## src/rtl/pic_command_decoder.sv

```systemverilog
// rtl/pic_command_decoder.sv - 8259 ICW/OCW command decoder; optional special mask via PIC_SPECIAL_MASK_EN
module pic_command_decoder #(
    parameter int DATA_W = 8
) (
    input  logic              clk,
    input  logic              reset,
    input  logic              RD,
    input  logic              WR,
    input  logic              A0,
    input  logic [DATA_W-1:0] D,
    output logic              init_done,
    output logic [4:0]        vector_base,
    output logic              ltim,
    output logic              single_mode,
    output logic [7:0]        cascade_cfg,
    output logic              aeoi,
    output logic              upm,
    output logic [7:0]        imr,
    output logic              read_isr,
    output logic              ocw2_valid,
    output logic [2:0]        ocw2_cmd,
    output logic [2:0]        ocw2_level,
    output logic              special_mask
);

    typedef enum logic [2:0] {IDLE, W_ICW2, W_ICW3, W_ICW4, READY} state_t;

    state_t            state, state_next;
    logic              wr_q, inv_q, a0_h, ic4;
    logic [DATA_W-1:0] d_h;
    logic              commit;
    logic              is_icw1, do_icw2, do_icw3, do_icw4, do_ocw1, do_ocw2, do_ocw3;

    // A write takes effect on its trailing edge, unless RD overlapped it.
    assign commit = wr_q & ~WR & ~inv_q;

    always_ff @(posedge clk) begin
        if (reset) begin
            wr_q  <= 1'b0;
            inv_q <= 1'b0;
            a0_h  <= 1'b0;
            d_h   <= '0;
        end else begin
            wr_q <= WR;
            if (WR) begin
                d_h  <= D;
                a0_h <= A0;
                if (RD)
                    inv_q <= 1'b1;
            end else begin
                inv_q <= 1'b0;
            end
        end
    end

    always_ff @(posedge clk) begin
        if (reset)
            state <= IDLE;
        else
            state <= state_next;
    end

    always_comb begin
        state_next = state;
        is_icw1    = 1'b0;
        do_icw2    = 1'b0;
        do_icw3    = 1'b0;
        do_icw4    = 1'b0;
        do_ocw1    = 1'b0;
        do_ocw2    = 1'b0;
        do_ocw3    = 1'b0;
        if (commit) begin
            if (!a0_h && d_h[4]) begin
                is_icw1    = 1'b1;
                state_next = W_ICW2;
            end else begin
                case (state)
                    W_ICW2: if (a0_h) begin
                        do_icw2    = 1'b1;
                        state_next = !single_mode ? W_ICW3 : (ic4 ? W_ICW4 : READY);
                    end
                    W_ICW3: if (a0_h) begin
                        do_icw3    = 1'b1;
                        state_next = ic4 ? W_ICW4 : READY;
                    end
                    W_ICW4: if (a0_h) begin
                        do_icw4    = 1'b1;
                        state_next = READY;
                    end
                    READY: begin
                        if (a0_h)
                            do_ocw1 = 1'b1;
                        else if (!d_h[3])
                            do_ocw2 = 1'b1;
                        else
                            do_ocw3 = 1'b1;
                    end
                    default: ;
                endcase
            end
        end
    end

    always_ff @(posedge clk) begin
        if (reset) begin
            init_done    <= 1'b0;
            vector_base  <= 5'd0;
            ltim         <= 1'b0;
            single_mode  <= 1'b0;
            ic4          <= 1'b0;
            cascade_cfg  <= 8'd0;
            aeoi         <= 1'b0;
            upm          <= 1'b0;
            imr          <= 8'hFF;
            read_isr     <= 1'b0;
            ocw2_valid   <= 1'b0;
            ocw2_cmd     <= 3'd0;
            ocw2_level   <= 3'd0;
            special_mask <= 1'b0;
        end else begin
            init_done  <= (state_next == READY);
            ocw2_valid <= do_ocw2;
            if (is_icw1) begin
                ic4          <= d_h[0];
                single_mode  <= d_h[1];
                ltim         <= d_h[3];
                imr          <= 8'h00;
                aeoi         <= 1'b0;
                upm          <= 1'b0;
                read_isr     <= 1'b0;
                special_mask <= 1'b0;
            end
            if (do_icw2)
                vector_base <= d_h[7:3];
            if (do_icw3)
                cascade_cfg <= d_h[7:0];
            if (do_icw4) begin
                upm  <= d_h[0];
                aeoi <= d_h[1];
            end
            if (do_ocw1)
                imr <= d_h[7:0];
            if (do_ocw2) begin
                ocw2_cmd   <= d_h[7:5];
                ocw2_level <= d_h[2:0];
            end
            if (do_ocw3) begin
                if (d_h[1])
                    read_isr <= d_h[0];
`ifdef PIC_SPECIAL_MASK_EN
                if (d_h[6])
                    special_mask <= d_h[5];
`endif
            end
        end
    end

endmodule
```

## config.mk

```make
export PLATFORM = sky130hd
export DESIGN_NAME = pic_command_decoder
export DESIGN_NICKNAME = d
export VERILOG_FILES = /design/src/rtl/pic_command_decoder.sv
export SDC_FILE = /design/constraint.sdc
export NUM_CORES = 1
export LEC_CHECK = 0
export CORE_MARGIN = 3
export CORE_UTILIZATION = 48
export CTS_CLUSTER_DIAMETER = 30
export DETAILED_ROUTE_END_ITERATION = 6
export GPL_ROUTABILITY_DRIVEN = 0
export GPL_TIMING_DRIVEN = 1
export PLACE_DENSITY = 0.78
export SETUP_SLACK_MARGIN = 0.05
export SYNTH_ARGS = -nofsm -noshare
export SYNTH_HDL_FRONTEND = slang
export SYNTH_SLANG_ARGS = --single-unit
```

## constraint.sdc

```tcl
create_clock -name clk -period 2.3 [get_ports clk]
set_input_delay 0.46 -clock clk [delete_from_list [all_inputs] [get_ports clk]]
set_output_delay 0.46 -clock clk [all_outputs]
set_load 0.02 [all_outputs]
```

== Word-level counts from Yosys, hierarchy flattened ==
Index checks and enable logic that the tools add are counted.

* Bits in registers: 49
* Bits of input ports: 13
* Output and inout bits: 35
* Logic and storage cells: 73

* Mux-type cells: 41
* Reduce and logical (&&, ||, !) cells: 5
* Bitwise logic cells: 4
* Eq/ne operators: 5

{| class="wikitable"
|+ Operators with widths
! cell !! count
|-
| two-way mux 1 bit || 31
|-
| two-way mux 3 bit || 7
|-
| two-way mux 8 bit || 2
|-
| case mux 3 bit (3 select lines) || 1
|-
| equality test 3 x 2 -> 1 bit, second input constant || 2
|-
| equality test 3 bit, second input constant || 2
|-
| nonzero test 2 bit || 2
|-
| equality test 3 x 1 -> 1 bit, second input constant || 1
|-
| AND 1 bit || 2
|-
| inverter 1 bit || 2
|-
| OR reduction 2 bit || 1
|-
| logical AND 1 bit || 1
|-
| zero test 1 bit || 1
|}

== Logic depth before layout (Yosys ltp) ==
Gate-level depths: netlist of run 1.

* Depth in word-level cells: 7
* Depth in mapped cells: 6
* Gate-level depth less buffers: 4

== Worst setup path after synthesis of run 1 ==
No wires, ideal clock.

* Path type: in2reg
* From: input WR
* To: register imr[0]
* Stages: 4
* Data required time: 2.180 ns
* Buffers on the path: 0
* Data arrival time: 1.699 ns
* Slack: 0.482 ns
* Library setup time: 0.120 ns
* Cells stage by stage: or3b_4 > or3_4 > and3_1 > a211o_1

* Word-level cells in the longest chain between the ends: 5
* Elaborated cells on any way between the ends: 7
* Those cells by class: mux (3); bitwise (3); reduce/logical (1)

{| class="wikitable"
|+ RTL lines
! element !! line !! text
|-
| start, declared || 8 || <nowiki>input logic WR,</nowiki>
|-
| inverter 1 bit (no line) (*) || - ||
|-
| AND 1 bit (*) (2 in a row) || 35 || <nowiki>assign commit = wr_q & ~WR & ~inv_q;</nowiki>
|-
| two-way mux 1 bit || 72 || <nowiki>if (commit) begin</nowiki>
|-
| two-way mux 8 bit / nonzero test 2 bit (equally long branches) || - ||
|-
| end signal, assigned || 142 || <nowiki>imr <= d_h[7:0];</nowiki>
|-
| end, declared || 18 || <nowiki>output logic [7:0] imr,</nowiki>
|}

Mark *: on every way between the ends. The rest lies on a longest branch, timed or not.
A chain may end at the register's enable or synchronous reset.

== Worst setup path after layout of run 1 ==
* From: input WR
* To: register imr[5]

The elaborated chain is that of the path after synthesis.

==> metrics.md, run 1 <==
| Metric | Value |
|---|---|
| Outcome | `finished clean` |
| Register Area | `981 um^2` |
| Synthesized area | `approximately 2000 um^2` |
| Top-level port count | `48` |
| Starting density of the core | `51.7%` |
| Reg clk slew, reported paths | `about 0.080 ns` |
| Vias in the first global route | `1468` |
| Die Width | `approximately 70 um` |
| Rows | `22` |
| Top-count cell post-synth | `dfxtp_1` |
| Post_cts resized | `0` |
| Clock root cell | `clkbuf_8` |
| Final Cycle Share | `between 80 and 90%` |
| Pre-CTS WS | `-0.0270 ns` |
| Die area | `around 4900 um^2` |
| Switching share of power | `about 21%` |
| Asr flop ratio synth | `0%` |
| CTS tree | `done` |
| Antenna-violating nets left | `0` |
| Area post-placement | `between 2000 and 2500 um^2` |
| Worst setup margin | `between 0.2 and 0.3 ns` |
| Syn nets | `200` |
| Comb power frac | `around 5.6%` |
| WS Path Type | `in -> reg` |
| Multi-input gate area | `approximately 870 um^2` |
| DRC Markers | `0` |
| Synthesized flop and latch total | `49` |
| Maximum vdd drop | `roughly 0.00052 V` |
| GRT Total Usage | `about 18%` |
| Final Hold Viols | `0` |
| Final Cell Area | `2610 um^2` |
| Fin crit period | `~2 ns` |
| Ys flop type | `dfxtp_1` |
| Core ar. | `3830 um^2` |
| Ordered cell list for the critical path | `clkdlybuf4s50_1 -> buf_4 -> nor3b_1 -> nand3_1 -> and3_1 -> a211o_1` |
| Initial antenna violation count | `0` |
| Flop pwr share | `approximately 55%` |
| Fraction of layout cells with a size suffix above 1 | `between 10% and 20%` |
| Critical path's largest stage delay | `around 0.42 ns` |
| Pint | `roughly 0.0013 W` |
| Power Dens Cells | `609 nW/um^2` |
| DRT iter0 DRCs | `45` |
| Maximum root-to-sink buffer count | `2` |
| Setup Buffers After CTS | `0` |
| Setup violations, final | `0` |
| Post-CTS Hold Buffers | `0` |
| Yosys top cell area share | `49.6%` |
| Vias per cell | `5.12` |
| H-tree levels | `2` |
| Clock share of power | `about two fifths` |
| Startpoint types | `input pin` |
| HPWL Detailed | `3070 um` |
| Placed insts | `285` |
| Die height | `approximately 70 um` |
| Total Nets Final | `~260` |
| Ant. Diodes | `0` |
| Clock Latency Late Sink | `~0.30 ns` |
| Max-slew violations | `0` |
| Psw | `around 0.00033 W` |
| Setup Skew | `0.00916 ns` |
| Worst hold path type | `reg -> reg` |
| CTS buffer count | `5` |
| Largest net degree at the start of global routing | `21` |
| Seq/Total Area, Yosys | `a little under 50%` |
| Grt ovf | `0` |
| Top post-synthesis cells by area | `dfxtp_1, mux2i_1, nor2_1` |
| IO Port Bufs | `46` |
| Wire per inst | `14.4 um` |
| Fillers | `310` |
| Synth unique cells | `35` |
| CP max stage cell | `clkdlybuf4s50_1` |
| Vias | `about 1500` |
| Yosys top cell by area | `dfxtp_1` |
| P&R area growth vs syn | `32.1%` |
| Total chip power | `between 0.0015 and 0.002 W` |
| Setup_tns | `0 ns` |
| Non-filler instance count after layout | `roughly 290` |
| Worst Path Max Fanout | `11` |
| Max-cap viol count | `0` |
| RSZ-0062 raised after global routing | `no` |
| Mean Syn Cell Area | `approximately 11 um^2` |
| WP data arrival | `about 2.2 ns` |
| Synth warn | `0` |
| Most frequent cells after synthesis | `dfxtp_1, nor2_1, mux2i_1, a211o_1, and3_1` |
| CP Data Required Time | `2.49 ns` |
| Worst setup EP type | `register` |
| Clk sinks | `49` |
| WL final | `~4200 um` |
| Post-synth EDFFs | `0` |
| Leakage | `1.05 nW` |
| First-pass GRT wire length | `7020 um` |
| Post-Synthesis Cells | `187` |
| DR pass1 iterations | `4` |
| Max Clk Rate | `~500 MHz` |
-- final timing paths --
| check | from | endpoint | cells past startpoint | slack, ns |
|---|---|---|---|---|
| hold reg to reg | upm$_SDFFE_PP0P_ | upm$_SDFFE_PP0P_ | 2 | 0.49 |
| setup / recovery | WR | imr[5]$_SDFFE_PP1P_ | 6 | 0.30 |
| setup reg to reg | state[2]$_SDFF_PP0_ | imr[5]$_SDFFE_PP1P_ | 4 | 0.42 |
| hold / removal | upm$_SDFFE_PP0P_ | upm$_SDFFE_PP0P_ | 2 | 0.49 |
-- cells in the final DEF (no fill, tap or decap), types with 2 or more instances in the layout --
cell type / Yosys / layout
dfxtp_1: 49 / 49
clkdlybuf4s50_1: 0 / 46
nor2_1: 33 / 33
mux2i_1: 32 / 32
buf_4: 2 / 15
and3_1: 8 / 8
a211o_1: 8 / 8
nand2_1: 6 / 6
clkbuf_8: 5 / 6
o21ai_0: 4 / 4
a21oi_1: 4 / 4
inv_1: 3 / 3
nand3b_1: 3 / 3
or3b_4: 2 / 2
nor3b_1: 2 / 2
nand3_1: 2 / 2
nor2b_1: 2 / 2
nand4_1: 2 / 2
nor3_1: 2 / 2
-- layout make-up --
type,count,share of cell area (%)
clock buffers,7,3.30
clock inverters,1,1.15
inverters,3,0.431
multi-input cells,124,33.4
flip-flops and latches,49,37.5
well taps,48,2.30
repair buffers,61,21.9
-- worst max-delay path: cells and delay by family --
family / cells / cell delay, ns
buffers and inverters: 2 / 0.59
AO/OA/AOI/OAI: 1 / 0.26
AND/OR/NAND/NOR: 3 / 0.88
-- flip-flops by register name (all words and copies together), names as in the netlist, 3 cells and up --
name         count
imr              8
state            3
cascade_cfg      8
ocw2_level       3
vector_base      5
ocw2_cmd         3
d_h              8
-- power groups by stage --
stage | clock, W | combinational [W] | sequential, W
floorplan | 0 | 0.0000609 | 0.000895
global placement | 0 | 0.0000889 | 0.000901
detailed placement | 0 | 0.0000901 | 0.000901
global route | 0.000666 | 0.0000976 | 0.000884
finish | 0.000621 | 0.0000899 | 0.000881
CTS | 0.000637 | 0.0000906 | 0.000881
-- stage by stage --
step / utilization [%] / hold WS (ns)
floorplan: - / 0.479
global placement: 65.3 / 0.470
detailed placement: 65.3 / 0.480
CTS: 68.3 / 0.492
global route: 68.3 / 0.523
finish: 68.3 / 0.488
-- logic make-up (layout without fill, tap and decap cells) --
kind of cell	count (synthesis)	after routing	share of synthesized area [%]
AND/OR/NAND/NOR	69	69	19.5
flip-flops	49	49	49.6
other	1	1	0.190
multiplexers	32	32	16.2
buffers and inverters	14	72	6.33
AO/OA/AOI/OAI	22	22	8.16
-- layer usage --
metal | track usage (%) | part of all wire [%] | vias to the layer above
met2 | 28.5 | 47 | 35
met5 | 0 | 0 | -
li1 | - | - | 769
met4 | 4.47 | 1.1 | 0
met1 | 23.0 | 45 | 693
met3 | 7.19 | 6.4 | 4
Power figures use the tool's default switching activity.
==> run 2: changes to the inputs <==
--- a/config.mk
+++ b/config.mk
@@ -5,7 +5,6 @@
 export SDC_FILE = /design/constraint.sdc
 export NUM_CORES = 1
 export LEC_CHECK = 0
-export CORE_MARGIN = 3
 export CORE_UTILIZATION = 48
 export CTS_CLUSTER_DIAMETER = 30
 export DETAILED_ROUTE_END_ITERATION = 6
==> metrics.md, run 2 (synthesis results as in run 1) <==
| Metric | Value |
|---|---|
| Worst setup margin | `0.290 ns (-0.00984 ns)` |
| Die Width | `66.2 um (-5.7%)` |
| Clk sinks | `49 (unchanged)` |
| Vias per cell | `5.21 (+1.8%)` |
| Antenna-violating nets left | `0 (unchanged)` |
| Top Registers | `cascade_cfg x8, d_h x8, imr x8` |
| Power Dens Cells | `571 nW/um^2 (-6.3%)` |
| CTS buffer count | `5 (unchanged)` |
| H-tree levels | `2 (unchanged)` |
| Clock Latency Late Sink | `0.30 ns (about the same)` |
| DRT iter0 DRCs | `94 (+110%)` |
| CP Data Required Time | `2.49 ns (about the same)` |
| Top-level port count | `48 (unchanged)` |
| Most frequent cells in the layout | `dfxtp_1, clkdlybuf4s50_1, nor2_1` |
| Commonest non-fill, non-tap cell in the layout | `dfxtp_1` |
| Critical path's largest stage delay | `0.42 ns (about the same)` |
| Max-slew violations | `0 (unchanged)` |
| Total chip power | `0.00148 W (-7.1%)` |
| Leakage | `1.04 nW (-1.5%)` |
| Worst setup EP type | `register` |
| RSZ-0062 raised after global routing | `no` |
| Final Cycle Share | `87.4% (+0.43 points)` |
| Clock root cell | `clkbuf_8` |
| Core ar. | `3800 um^2 (-0.72%)` |
| WS Path Type | `in -> reg` |
| HPWL Detailed | `2870 um (-6.5%)` |
| CP max stage cell | `clkdlybuf4s50_1` |
| Setup violations, final | `0 (unchanged)` |
| Maximum root-to-sink buffer count | `2 (unchanged)` |
| DR pass1 iterations | `4 (unchanged)` |
| Vias | `1517 (+1.1%)` |
| Maximum vdd drop | `0.000340 V (-34%)` |
| Fin crit period | `2.01 ns (+0.00984 ns)` |
| Fillers | `315 (+1.6%)` |
| Ant. Diodes | `0 (unchanged)` |
| Critical path's top delay family | `buffers and inverters` |
| Ordered cell list for the critical path | `clkdlybuf4s50_1 -> or3b_4 -> buf_4 -> nor4b_4 -> buf_4 -> mux2i_1 -> nor2_1` |
| Max Clk Rate | `498 MHz (-0.49%)` |
| First-pass GRT wire length | `6800 um (-3.2%)` |
| Most used cell, CP | `buf_4` |
| Non-filler instance count after layout | `291 (-0.68%)` |
| Wire per inst | `14.4 um (+0.28%)` |
| Fraction of layout cells with a size suffix above 1 | `11.9% (-0.31 points)` |
| Placed insts | `284 (-0.35%)` |
| Worst hold path type | `reg -> reg` |
| Vias in the first global route | `1393 (-5.1%)` |
| DRC Markers | `0 (unchanged)` |
| Final core occ | `68.2% (about the same)` |
| Buf+Inv Stages, Crit Path | `3 (+1)` |
| Total Nets Final | `256 (-0.39%)` |
| WL final | `4200 um (-0.40%)` |
| Reg clk slew, reported paths | `0.08 ns (about the same)` |
| Grt ovf | `0 (unchanged)` |
| Initial antenna violation count | `0 (unchanged)` |
| Pre-CTS WS | `-0.0239 ns (+0.00309 ns)` |
| P&R area growth vs syn | `31.1%` |
| GRT Total Usage | `21.2% (+3.1 points)` |
| FF-to-FF path depth | `4 (unchanged)` |
| Worst hold path stage count | `2 (unchanged)` |
| Final Hold Viols | `0 (unchanged)` |
| Min Hold Slack | `0.486 ns (-0.00111 ns)` |
| Post_cts resized | `0 (unchanged)` |
| Worst Path Max Fanout | `6 (-5)` |
| Setup Skew | `0.00692 ns (-0.00224 ns)` |
| Cell count along the critical path | `7 (+1)` |
| Outcome | `finished clean` |
| Die height | `66.2 um (-5.7%)` |
| Largest net degree at the start of global routing | `39 (+86%)` |
| Startpoint types | `input pin` |
| Post-CTS Hold Buffers | `0 (unchanged)` |
| Starting density of the core | `52.1% (+0.37 points)` |
| Max-cap viol count | `0 (unchanged)` |
| CTS tree | `done` |
| Rows | `22 (unchanged)` |
| Die area | `4380 um^2 (-11%)` |
| Setup Buffers After CTS | `0 (unchanged)` |
| WP data arrival | `2.20 ns (about the same)` |
| IO Port Bufs | `46 (unchanged)` |
-- run 2: cell types whose count changed in the layout (fill, tap and decap cells not counted) --
cell        previous run  this run
clkbuf_1               1         0
bufinv_16              1         0
buf_4                 15        13
buf_12                 0         1
clkinvlp_4             0         1
-- run 2: worst min-delay path: cells and delay by family, from the launching register on --
kind	cells	cell delay, ns
simple gates	1	0.07
compound gates	1	0.06
flops	1	0.31
-- run 2: per-stage QoR --
| step | setup TNS (ns) | instance area, um^2 |
|---|---|---|
| final | 0 | 2590 |
| after CTS | 0 | 2590 |
| after global placement | 0 | 2500 |
| after global routing | 0 | 2590 |
| after floorplan | 0 | 1980 |
| after detailed placement | -0.0672 | 2500 |
-- run 2: final cells by class --
cell class              count  area [um^2]  area share (%)
clock buffers               6         82.6            3.19
multi-input cells         124          872            33.6
repair buffers             60          578            22.3
inverters                   3         11.3           0.434
clock inverters             1         7.51           0.290
well taps                  48         60.1            2.32
flip-flops and latches     49          981            37.8
-- run 2: layer usage --
layer,vias up,global-route usage (%),wire [um]
met1,705,27.9,2060
met2,42,31.3,1860
met4,0,8.78,64
li1,762,-,-
met5,-,0,0
met3,8,7.24,213
-- run 2: where the power goes --
group | total [W] | switching (W) | internal [W]
Clock | 0.000507 | 0.000269 | 0.000238
Combinational | 0.0000915 | 0.0000416 | 0.0000499
Sequential | 0.000881 | 0.0000198 | 0.000861
Total | 0.00148 | 0.000330 | 0.00115
-- run 2: path summary, 6_finish.rpt --
check / to / slack, ns / start
setup / recovery: ocw2_level[2]$_SDFFE_PP0P_ / 0.29 / WR
hold / removal: aeoi$_SDFFE_PP0P_ / 0.49 / aeoi$_SDFFE_PP0P_
setup reg to reg: imr[3]$_SDFFE_PP1P_ / 0.44 / state[2]$_SDFF_PP0_
hold reg to reg: aeoi$_SDFFE_PP0P_ / 0.49 / aeoi$_SDFFE_PP0P_
